`config.mk`:
```
export PLATFORM = sky130hd
export DESIGN_NAME = if_prefetch_stage
export DESIGN_NICKNAME = d
export VERILOG_FILES = /design/src/rtl/if_pkg.sv /design/src/rtl/if_prefetch_stage_fifo.sv /design/src/rtl/if_prefetch_stage.sv
export SDC_FILE = /design/constraint.sdc
export NUM_CORES = 1
export LEC_CHECK = 0
export ABC_AREA = 1
export CAP_MARGIN = 10
export CELL_PAD_IN_SITES_DETAIL_PLACEMENT = 1
export CELL_PAD_IN_SITES_GLOBAL_PLACEMENT = 2
export CORE_UTILIZATION = 36
export CTS_CLUSTER_SIZE = 40
export DETAILED_ROUTE_END_ITERATION = 12
export GPL_TIMING_DRIVEN = 0
export HOLD_SLACK_MARGIN = 0.05
export PLACE_DENSITY_LB_ADDON = 0.1
export SLEW_MARGIN = 20
export SYNTH_ARGS = -nofsm -noshare
export SYNTH_HDL_FRONTEND = slang
export SYNTH_SLANG_ARGS = --single-unit
```
`constraint.sdc`:
```
create_clock -name clk -period 5.16 [get_ports clk]
set_input_delay 0.774 -clock clk [delete_from_list [all_inputs] [get_ports clk]]
set_output_delay 0.774 -clock clk [all_outputs]
set_load 0.005 [all_outputs]
```
`src/rtl/if_pkg.sv`:
```
// Shared types and defaults for the instruction-fetch prefetch stage.
package if_pkg;

  localparam int unsigned IF_ADDR_W   = 32;
  localparam int unsigned IF_INSTR_W  = 32;
  localparam int unsigned IF_PC_STEP  = 4;
  localparam int unsigned IF_RESET_PC = 0;

  typedef enum logic [1:0] {
    IDLE = 2'd0,
    REQ  = 2'd1,
    DROP = 2'd2
  } fetch_state_t;

  // Default-width view of one prefetch entry: fetched word plus the PC after it.
  typedef struct packed {
    logic [IF_INSTR_W-1:0] instr;
    logic [IF_ADDR_W-1:0]  next_pc;
  } fetch_entry_t;

endpackage

```
`src/rtl/if_prefetch_stage_fifo.sv`:
```
// First-word-fall-through FIFO with a flush that outranks push and pop.
module prefetch_fifo #(
  parameter  int unsigned WIDTH = 64,
  parameter  int unsigned DEPTH = 4,
  localparam int unsigned CNT_W = $clog2(DEPTH) + 1
) (
  input  logic             clk,
  input  logic             rst,
  input  logic             flush,
  input  logic             push,
  input  logic             pop,
  input  logic [WIDTH-1:0] wdata,
  output logic [WIDTH-1:0] rdata,
  output logic             full,
  output logic             empty,
  output logic [CNT_W-1:0] count
);

  localparam int unsigned PTR_W = $clog2(DEPTH);

  logic [WIDTH-1:0] mem [DEPTH];
  logic [PTR_W-1:0] wr_ptr;
  logic [PTR_W-1:0] rd_ptr;
  logic             do_push;
  logic             do_pop;

  assign empty   = (count == '0);
  assign full    = (count == CNT_W'(DEPTH));
  assign do_push = push && !flush;
  assign do_pop  = pop && !flush && !empty;
  assign rdata   = mem[rd_ptr];

  // Storage is cleared on reset so the head reads as zero before the first push.
  always_ff @(posedge clk or negedge rst) begin
    if (!rst) begin
      wr_ptr <= '0;
      rd_ptr <= '0;
      count  <= '0;
      for (int unsigned i = 0; i < DEPTH; i++) begin
        mem[i] <= '0;
      end
    end else if (flush) begin
      wr_ptr <= '0;
      rd_ptr <= '0;
      count  <= '0;
    end else begin
      if (do_push) begin
        mem[wr_ptr] <= wdata;
        wr_ptr      <= wr_ptr + PTR_W'(1);
      end
      if (do_pop) begin
        rd_ptr <= rd_ptr + PTR_W'(1);
      end
      count <= count + CNT_W'(do_push) - CNT_W'(do_pop);
    end
  end

  // Issue gating upstream guarantees a slot for every accepted fetch.
  assert property (@(posedge clk) disable iff (!rst) !(push && full))
    else $error("prefetch_fifo: push into full FIFO");

endmodule

```
`src/rtl/if_prefetch_stage.sv`:
```
// Instruction-fetch stage: sequential req/ack fetcher feeding a prefetch FIFO, flushed on branches.
module if_prefetch_stage
  import if_pkg::*;
#(
  parameter  int unsigned       ADDR_W   = IF_ADDR_W,
  parameter  int unsigned       INSTR_W  = IF_INSTR_W,
  parameter  int unsigned       DEPTH    = 4,
  parameter  int unsigned       PC_STEP  = IF_PC_STEP,
  parameter  logic [ADDR_W-1:0] RESET_PC = ADDR_W'(IF_RESET_PC),
  localparam int unsigned       CNT_W    = $clog2(DEPTH) + 1
) (
  input  logic               clk,
  input  logic               rst,
  input  logic               freeze,
  input  logic               branch_taken,
  input  logic [ADDR_W-1:0]  branch_address,
  output logic               imem_req,
  output logic [ADDR_W-1:0]  imem_addr,
  input  logic               imem_ack,
  input  logic [INSTR_W-1:0] imem_rdata,
  output logic               valid_out,
  output logic [INSTR_W-1:0] instruction_out,
  output logic [ADDR_W-1:0]  pc_out,
  output logic [CNT_W-1:0]   fifo_count
);

  typedef struct packed {
    logic [INSTR_W-1:0] instr;
    logic [ADDR_W-1:0]  next_pc;
  } entry_t;

  fetch_state_t      state;
  logic [ADDR_W-1:0] fetch_pc;
  logic [ADDR_W-1:0] pc_inc;
  logic [CNT_W-1:0]  count;
  logic [CNT_W-1:0]  count_after;
  logic              push;
  logic              pop;
  logic              full;
  logic              empty;
  entry_t            wr_entry;
  entry_t            rd_entry;

  // Occupancy after this edge's push/pop decides whether another fetch may issue.
  always_comb begin
    pop         = !empty && !freeze && !branch_taken;
    push        = (state == REQ) && imem_ack && !branch_taken;
    count_after = count + CNT_W'(push) - CNT_W'(pop);
    pc_inc      = fetch_pc + ADDR_W'(PC_STEP);
    wr_entry    = '{instr: imem_rdata, next_pc: pc_inc};
  end

  // In DROP the stale address is held until the memory accepts it.
  always_ff @(posedge clk or negedge rst) begin
    if (!rst) begin
      state     <= IDLE;
      fetch_pc  <= RESET_PC;
      imem_req  <= 1'b0;
      imem_addr <= '0;
    end else begin
      case (state)
        IDLE: begin
          if (branch_taken) begin
            fetch_pc <= branch_address;
          end else if (!full || pop) begin
            imem_req  <= 1'b1;
            imem_addr <= fetch_pc;
            state     <= REQ;
          end
        end
        REQ: begin
          if (imem_ack) begin
            if (branch_taken) begin
              fetch_pc <= branch_address;
              imem_req <= 1'b0;
              state    <= IDLE;
            end else begin
              fetch_pc <= pc_inc;
              if (count_after < CNT_W'(DEPTH)) begin
                imem_addr <= pc_inc;
              end else begin
                imem_req <= 1'b0;
                state    <= IDLE;
              end
            end
          end else if (branch_taken) begin
            fetch_pc <= branch_address;
            state    <= DROP;
          end
        end
        DROP: begin
          if (branch_taken) begin
            fetch_pc <= branch_address;
          end
          if (imem_ack) begin
            imem_req <= 1'b0;
            state    <= IDLE;
          end
        end
        default: begin
          imem_req <= 1'b0;
          state    <= IDLE;
        end
      endcase
    end
  end

  prefetch_fifo #(
    .WIDTH($bits(entry_t)),
    .DEPTH(DEPTH)
  ) u_fifo (
    .clk  (clk),
    .rst  (rst),
    .flush(branch_taken),
    .push (push),
    .pop  (pop),
    .wdata(wr_entry),
    .rdata(rd_entry),
    .full (full),
    .empty(empty),
    .count(count)
  );

  assign valid_out       = !empty;
  assign instruction_out = rd_entry.instr;
  assign pc_out          = rd_entry.next_pc;
  assign fifo_count      = count;

endmodule

```
* Yosys cells after proc, flatten, opt, wreduce, memory -nomap -nowiden
Cells that the tools add are included.
** Cells by class
- Add/subtract/negate cells :: 7
- Magnitude comparators :: 4
- Eq/ne operators :: 11
- Multiplexer cells :: 36
- Bitwise gates (word level) :: 3
- Reductions and logical operators :: 24
** Operators by type and width (number)
- bitwise mux 256 bit :: 1
- 2-to-1 mux 32 bit :: 8
- 2-to-1 mux 64 bit :: 3
- binary-select mux 64 bit (select 2 bit) :: 1
- demux 64 bit (select 2 bit) :: 1
- case mux 32 bit (2 select lines) :: 2
- adder 32 x 3 -> 32 bit, second input constant :: 1
- 2-to-1 mux 2 bit :: 11
- inequality test 2 bit, second input constant :: 5
- AND reduction 5 bit :: 2
- logical AND 1 bit :: 8
- nonzero test 2 bit :: 4
- adder 3 x 1 -> 3 bit :: 2
- greater-or-equal comparator 3 bit, second input constant :: 2
- 2-to-1 mux 1 bit :: 6
- inequality test 3 bit, second input constant :: 2
- NOT 2 -> 3 bit :: 2
- case mux 2 bit (3 select lines) :: 1
- AND reduction 6 bit :: 1
- subtractor 3 x 1 -> 3 bit :: 2
- adder 2 x 1 -> 2 bit, second input constant :: 2
- zero test 1 bit :: 4
- == test 3 bit, second input constant :: 1
- zero test 3 bit :: 1
- other kinds (12) :: 12
** Word-level totals
- Bits in registers :: 330
- Bits of input ports :: 69
- Output and inout bits :: 101

* Depth between registers and ports, before layout
Gate-level depths: netlist of the first run.
- Depth in word-level cells :: 10
- Mapped depth :: 18

* Cells and area by module
A second synthesis of the first run with hierarchy kept.
** Unflattened totals
- Cell total of the unflattened synthesis :: 2085
- Area, all modules :: 16329.4 um^2
** Modules (own cells, without submodules)
- prefetch_fifo :: times used 1, cells each 1443, area each 11913.9 um^2
- if_prefetch_stage :: times used 1, cells each 642, area each 4415.5 um^2

* Least setup slack after synthesis of the first run
Ideal clock, no wire load.
- Path kind :: in2reg
- Start point :: input port branch_taken
- End point :: register imem_addr[24]
- Setup time :: 0.065 ns
- Arrival :: 2.359 ns
- Required time :: 5.095 ns
- Path slack :: 2.736 ns
- Cell stages on the path :: 15
- Buffers on the path :: 1
- Cell sequence :: inv_1 > nand3_1 > inv_1 > ha_1 > inv_1 > ha_1 > inv_1 > nor2_1 > nand3_1 > nand3_1 > nand3_1 > a21oi_2 > buf_2 > nand2_1 > nand2_1
** Between the ends
- Longest elaborated chain between the ends :: 7
** RTL lines
- start, declared :: RTL line if_prefetch_stage.sv:15 : input logic branch_taken,
- zero test 1 bit :: RTL line if_prefetch_stage.sv:46, if_prefetch_stage.sv:47
- logical AND 1 bit :: RTL line if_prefetch_stage.sv:47 : push = (state == REQ) && imem_ack && !branch_taken;
- adder 3 x 1 -> 3 bit :: RTL line if_prefetch_stage.sv:48 : count_after = count + CNT_W'(push) - CNT_W'(pop);
- subtractor 3 x 1 -> 3 bit :: RTL line if_prefetch_stage.sv:48
- < comparator 3 bit :: RTL line if_prefetch_stage.sv:79 : if (count_after < CNT_W'(DEPTH)) begin
- inequality test 2 x 1 -> 1 bit (no source line)
- AND reduction 6 bit (no source line) *
- end signal, assigned :: RTL line if_prefetch_stage.sv:67 : imem_addr <= fetch_pc;
- end signal, assigned :: RTL line if_prefetch_stage.sv:80 : imem_addr <= pc_inc;
- end, declared :: RTL line if_prefetch_stage.sv:18 : output logic [ADDR_W-1:0] imem_addr,
Every way passes the cells marked *; elsewhere a longest branch is shown, timed or not.
A chain may end at the register's enable or synchronous reset.

* Worst setup path in the final report of the first run
- Start point :: register u_fifo.rd_ptr[0]
- End point :: output port instruction_out[24]
** Between the ends
- Longest elaborated chain between the ends :: 4
** RTL lines
- start, declared :: RTL line if_prefetch_stage_fifo.sv:23 : logic [PTR_W-1:0] rd_ptr;
- start signal, assigned :: RTL line if_prefetch_stage_fifo.sv:52 : rd_ptr <= rd_ptr + PTR_W'(1);
- NOT 2 -> 3 bit (implied by the code) :: RTL line if_prefetch_stage_fifo.sv:31 : assign rdata = mem[rd_ptr];
- binary-select mux 64 bit (select 2 bit) :: RTL line if_prefetch_stage_fifo.sv:31
- 2-to-1 mux 64 bit (implied by the code) (2 in series) :: RTL line if_prefetch_stage_fifo.sv:31
- end, declared :: RTL line if_prefetch_stage.sv:22 : output logic [INSTR_W-1:0] instruction_out,
No other way between the ends. The select of a mux whose other input is x is not followed.

==> results of run 1 <==
==> worst max path at each step <==
stage	end	from
floorplan	imem_addr[24]	branch_taken
global placement	imem_addr[24]	rst
detailed placement	imem_addr[11]	branch_taken
CTS	instruction_out[27]	u_fifo.rd_ptr[0]
global route	instruction_out[27]	u_fifo.rd_ptr[0]
finish	instruction_out[24]	u_fifo.rd_ptr[0]
==> synthesized netlist by cell type, types with 5 or more instances <==
cell,n
o21ai_1,10
a21oi_1,16
buf_1,5
o21ai_0,400
buf_6,8
ha_1,9
a211oi_1,5
xor2_1,5
nand2_1,665
clkbuf_1,73
nand3_1,32
o22ai_1,69
buf_2,29
inv_1,111
dfrtp_1,330
a22oi_1,6
nor2_1,201
inv_2,5
==> power breakdown <==
part | leakage [nW] | internal [mW] | switching (mW)
combinational | 4.25 | 2.02 | 3.01
clock | 0.637 | 1.72 | 1.13
sequential | 4.35 | 3.48 | 0.613
==> cells by family (layout without fill, tap and decap cells) <==
logic type	Yosys count	in the layout
and+or+nand+nor	914	914
AOI/OAI and AO/OA	515	515
DFF	330	330
buffers and inverters	234	476
adders and majority gates	10	10
xor gates and xnor gates	7	7
muxes	1	1
==> state kept, by name (all words and copies together), names as in the netlist <==
signal,count
u_fifo.rd_ptr,2
imem_req,1
u_fifo.wr_ptr,2
u_fifo.mem,256
fetch_pc,32
imem_addr,32
u_fifo.count,3
state,2
==> routing by layer <==
metal	share of wire	vias to the layer above
met5	0	-
met4	0.031	0
met3	0.033	99
met2	0.50	292
met1	0.44	7338
li1	-	6973
==> stage by stage <==
step                      cells  setup WS (ns)
after floorplan            2011          2.736
after global placement     2765         -11.96
after detailed placement   2768          1.407
after CTS                  2838         0.8915
after global routing       2838         0.7688
final                      2838         0.9462
==> worst register-to-register path: cells and delay by family, from the launching register on <==
kind	cells	cell delay (ns)
AND/OR/NAND/NOR	8	0.95
adder cells (fa/ha/maj)	2	0.41
buffers and inverters	5	0.65
AO/OA/AOI/OAI	1	0.40
flip-flops	1	0.40
==> layout make-up <==
cell class	count	area [um2]
Tap cell	585	732.0
Multi-Input combinational cell	1447	6441
Timing Repair Buffer	172	1779
Fill cell	5283	23480
Clock inverter	13	185.2
Clock buffer	57	1125
Inverter	118	444.2
Sequential cell	330	8258
Buffer	116	535.5
==> results.sh, run 1 <==
export IMPL_outcome="completed"
export IMPL_met1_usage=0.3468
export IMPL_yosys_area_share_adder=0.008459
export IMPL_crit_path_end_kind="output pin"
export IMPL_path_clk_slew_ns=0.06
export IMPL_cts_tree="yes"
export IMPL_routed_wirelength_um=57830
export IMPL_clock_root_buffer="clkbuf_16"
export IMPL_dp_hpwl_um=41410
export IMPL_final_nets=2304
export IMPL_cts_num_sinks=330
export IMPL_synth_simple_gate_area_frac=0.2246
export IMPL_layout_drive_gt1_share=0.05060
export IMPL_post_cts_setup_buffers=0
export IMPL_synth_top_family_by_area="simple AND/OR/NAND/NOR gates"
export IMPL_worstPathArrival_ns=3.44
export IMPL_relSlewSlack=0.4426
export IMPL_yosys_cell_types_count=38
export IMPL_synth_nets=2090
export IMPL_r2r_cells=16
export IMPL_power_density_nw_per_um2=613.3
export IMPL_cp_start_kind="flip-flop"
export IMPL_die_width_um=210.7
export IMPL_wl_per_cell_um=20.38
export IMPL_critPathBufInv=4
export IMPL_met3_usage=0.02810
export IMPL_cap_violations=0
export IMPL_grt_use_total=0.2688
export IMPL_setup_tns_ns=0
export IMPL_drv_slew=0
export IMPL_crit_path_frequent_cell="clkbuf_1"
export IMPL_grt_antenna_before_repair=0
export IMPL_htreeDepth=2
export IMPL_ir_drop_uv=316.6
export IMPL_grt_remaining_overflow=0
export IMPL_criticalPathCategory="reg -> out"
export IMPL_n_antenna_cell=0
export IMPL_muxShareOfSynthArea=0.0006384
export IMPL_leakage_nw=9.241
export IMPL_synth_top_area_frac=0.5267
export IMPL_skew_ns=0.02057
export IMPL_post_route_period_util=0.8166
export IMPL_start_util=0.3648
export IMPL_ys_async_sr_fraction=1.000
export IMPL_finalPower_mw=11.96
export IMPL_die_area_um2=44390
export IMPL_cp_slowest_cell="clkbuf_1"
export IMPL_cp_top_family="buffers and inverters"
export IMPL_synth_area_um2=15680
export IMPL_fp_row_count=76
export IMPL_grt_busiest_layer="met2"
export IMPL_finalHoldWorstSlack_ns=0.2077
export IMPL_synthXorXnorAreaFrac=0.003910
export IMPL_worst_slew_pin_slew_ns=0.8361
export IMPL_drtIter0Drc=745
export IMPL_cts_resized=0
export IMPL_pin_count=170
export IMPL_firstDrtPassIters=5
export IMPL_ys_ff_latch=330
export IMPL_clk_path_buf_depth=3
export IMPL_gp_congestion=0.8611
export IMPL_ant_nets=0
export IMPL_crit_cells=6
export IMPL_max_stage_delay_ns=0.57
export IMPL_path_cells="clkbuf_1 > clkbuf_1 > clkbuf_1 > nor2_1 > o22ai_1 > clkdlybuf4s50_1"
export IMPL_die_height_um=210.7
export IMPL_synth_edff_count=0
export IMPL_grtUsageMet2=0.4672
export IMPL_rsz0062_at_grt="false"
export IMPL_synth_area_leaders="dfrtp_1 53%, nand2_1 16%, o21ai_0 13%"
export IMPL_grt_pass1_wl_um=91630
export IMPL_hold_path_class="in -> async"
export IMPL_port_buffers=169
export IMPL_final_common_cell="nand2_1"
export IMPL_grt_pass1_vias=15790
export IMPL_postLayoutCoreUtil=0.4537
export IMPL_cp_required_ns=4.39
export IMPL_hold_viol=0
export IMPL_cp_max_fo=10
export IMPL_yosysSeqAreaShare=0.5267
export IMPL_place_area_um2=18190
export IMPL_synth_warnings=0
export IMPL_clock_fmax_mhz=237.3
export IMPL_r2r_end="imem_addr[12]"
export IMPL_coreArea_um2=42980
export IMPL_yosysTopAreaCell="dfrtp_1"
export IMPL_ctsHoldBuffers=0
export IMPL_avgSynthCellArea_um2=7.797
export IMPL_r2r_slack_ns=2.29
export IMPL_drc=0
export IMPL_area_delta_synth_final_pct=24.37
export IMPL_synth_ff_type="dfrtp_1"
export IMPL_cts_buffers_inserted=40
export IMPL_synth_compound_area_share=0.1733
export IMPL_r2r_start="u_fifo.count[1]"
export IMPL_clk_latency_ns=0.57
export IMPL_syn_instance_count=2011
export IMPL_final_cell_mix="665 x nand2_1, 400 x o21ai_0, 330 x dfrtp_1"
export IMPL_fin_area_um2=19500
export IMPL_grt_max_degree=90
export IMPL_final_min_clock_period_ns=4.214
export IMPL_vias=14700
export IMPL_setup_viol=0
export IMPL_viasPerCell=5.180
No activity file was read; power rests on OpenSTA's default activity.
==> run 2: changes to the inputs <==
- CORE_UTILIZATION: 36 -> 30
- clock period: 5.16 -> 3.8 ns (I/O delays scaled with it)
==> run 2 against run 1 <==
Effect of this change: final cell count is 3.5% higher; via count down 0.91%; first-iteration DRC count increased by 15%; power is 37% higher; largest power group unchanged; die area up 20%; critical path type unchanged.
==> results.sh, run 2 (synthesized netlist as in run 1, its figures left out) <==
export IMPL_top_register="u_fifo.mem"
export IMPL_hold_viol=0
export IMPL_top_regs="u_fifo.mem (256), fetch_pc (32), imem_addr (32)"
export IMPL_final_nets=2308
export IMPL_r2r_start="u_fifo.count[1]"
export IMPL_coreArea_um2=51510
export IMPL_grt_pass1_wl_um=94160
export IMPL_max_stage_delay_ns=0.59
export IMPL_cts_buffers_inserted=43
export IMPL_dp_hpwl_um=43600
export IMPL_cp_top_family="buffers and inverters"
export IMPL_crit_path_end_kind="output pin"
export IMPL_finalHoldWorstSlack_ns=0.4750
export IMPL_setup_tns_ns=0
export IMPL_grt_antenna_before_repair=1
export IMPL_skew_ns=0.02215
export IMPL_fin_area_um2=19690
export IMPL_cts_num_sinks=330
export IMPL_htreeDepth=2
export IMPL_r2r_end="imem_addr[12]"
export IMPL_clk_path_buf_depth=3
export IMPL_cp_max_fo=10
export IMPL_criticalPathCategory="reg -> out"
export IMPL_final_cell_mix="665 x nand2_1, 400 x o21ai_0, 330 x dfrtp_1"
export IMPL_critPathBufInv=3
export IMPL_rsz0062_at_grt="false"
export IMPL_n_antenna_cell=0
export IMPL_cp_start_kind="flip-flop"
export IMPL_largest_register_ff_count=256
export IMPL_drv_slew=0
export IMPL_place_area_um2=18340
export IMPL_wl_per_cell_um=20.65
export IMPL_cts_tree="yes"
export IMPL_leakage_nw=9.295
export IMPL_post_route_period_util=0.9740
export IMPL_grt_max_degree=95
export IMPL_power_density_nw_per_um2=830.6
export IMPL_cp_slowest_cell="buf_1"
export IMPL_vias=14570
export IMPL_viasPerCell=4.958
export IMPL_gp_congestion=0.8296
export IMPL_grt_remaining_overflow=0
export IMPL_path_cells="clkbuf_1 > buf_1 > nor2_1 > o22ai_1 > clkdlybuf4s50_1"
export IMPL_dp_slack_ns=0.3101
export IMPL_pin_count=170
export IMPL_layout_drive_gt1_share=0.05447
export IMPL_p_int_mw=9.792
export IMPL_r2r_cells=16
export IMPL_path_clk_slew_ns=0.06
export IMPL_port_buffers=169
export IMPL_pwr_share_seq=0.339
export IMPL_outcome="completed"
export IMPL_postLayoutCoreUtil=0.3822
export IMPL_ir_drop_uv=314.8
export IMPL_grt_use_total=0.2316
export IMPL_clock_fmax_mhz=270.2
export IMPL_cap_violations=0
export IMPL_area_delta_synth_final_pct=25.58
export IMPL_holdPathStages=2
export IMPL_start_util=0.3044
export IMPL_worst_slew_pin_slew_ns=0.8455
export IMPL_post_cts_setup_buffers=0
export IMPL_routed_wirelength_um=60660
export IMPL_firstDrtPassIters=5
export IMPL_hold_path_class="reg -> reg"
export IMPL_clk_latency_ns=0.57
export IMPL_ant_nets=0
export IMPL_netSwitchingPower_mw=6.562
export IMPL_switching_share=0.4013
export IMPL_final_min_clock_period_ns=3.701
export IMPL_pwr_share_clk=0.240
export IMPL_die_area_um2=53180
export IMPL_fp_row_count=83
export IMPL_relSlewSlack=0.4364
export IMPL_die_height_um=230.6
export IMPL_power_frac_comb=0.420
export IMPL_setup_viol=0
export IMPL_finalWorstSetupSlack_ns=0.09882
export IMPL_drtIter0Drc=860
export IMPL_grt_pass1_vias=15590
export IMPL_fillers=6255
export IMPL_cp_required_ns=3.23
export IMPL_hold_start="u_fifo.mem[154]"
export IMPL_worstPathArrival_ns=3.13
export IMPL_r2r_slack_ns=0.97
export IMPL_clock_root_buffer="clkbuf_16"
export IMPL_drc=0
export IMPL_die_width_um=230.6
export IMPL_final_common_cell="nand2_1"
export IMPL_min_to="u_fifo.mem[154]"
==> run 2: cell type report <==
class / count / area, um2 / share of cell area
sequential: 330 / 8258 / 0.4194
multi-input combinational: 1447 / 6441 / 0.3271
clock inverter: 9 / 87.58 / 0.004448
timing repair buffer: 174 / 1817 / 0.09227
tap: 680 / 850.8 / 0.04321
inverter: 118 / 444.2 / 0.02256
buffer: 115 / 540.5 / 0.02745
clock buffer: 65 / 1250 / 0.06349
==> run 2: worst max-delay path by stage <==
stage,start,cells after the start,endpoint
2_1_floorplan,branch_taken,15,imem_addr[24]
3_3_place_gp,rst,1,imem_addr[24]
3_5_place_dp,branch_taken,16,imem_addr[12]
4_1_cts,u_fifo.rd_ptr[0],5,pc_out[22]
5_1_grt,u_fifo.rd_ptr[0],5,pc_out[22]
6_report,u_fifo.rd_ptr[0],5,pc_out[22]
==> run 2: repair_timing <==
action / 4_1_cts / 5_1_grt
endpoints found under the hold margin: 37 / 0
endpoints found under the setup margin: 34 / 3
resized for setup: 5 / 5
hold buffers: 1 / 0
==> run 2: worst register-to-register path, stage by stage, from the launching register on <==
cell	delay (ns)
dfrtp_1	0.40
inv_1	0.12
nand3_1	0.16
nand3_1	0.14
inv_1	0.08
ha_1	0.13
inv_1	0.04
ha_1	0.26
inv_1	0.03
nor2_1	0.09
nand3_1	0.11
nand3_1	0.11
nand3_1	0.12
a21oi_2	0.37
buf_2	0.37
nand2_1	0.16
nand2_1	0.09
==> run 2: routing by layer <==
layer / up-vias / global-route usage / share of wire
li1: 6977 / - / -
met1: 7241 / 0.2975 / 0.45
met2: 261 / 0.4056 / 0.49
met3: 89 / 0.03162 / 0.033
met4: 0 / 0.06312 / 0.025
met5: - / 0 / 0
==> run 2: power groups by stage <==
stage | registers, mW | logic [mW] | clock network [mW]
after global routing | 5.70 | 7.71 | 4.17
final | 5.55 | 6.88 | 3.93
after floorplan | 5.35 | 3.55 | 0
after CTS | 5.54 | 7.01 | 4.06
after global placement | 5.58 | 6.82 | 0
after detailed placement | 5.59 | 6.97 | 0
==> run 2: through the flow <==
step	cells	total power [mW]
finish	2938	16.35
global route	2938	17.58
CTS	2938	16.61
detailed placement	2864	12.56
global placement	2860	12.40
floorplan	2011	8.903
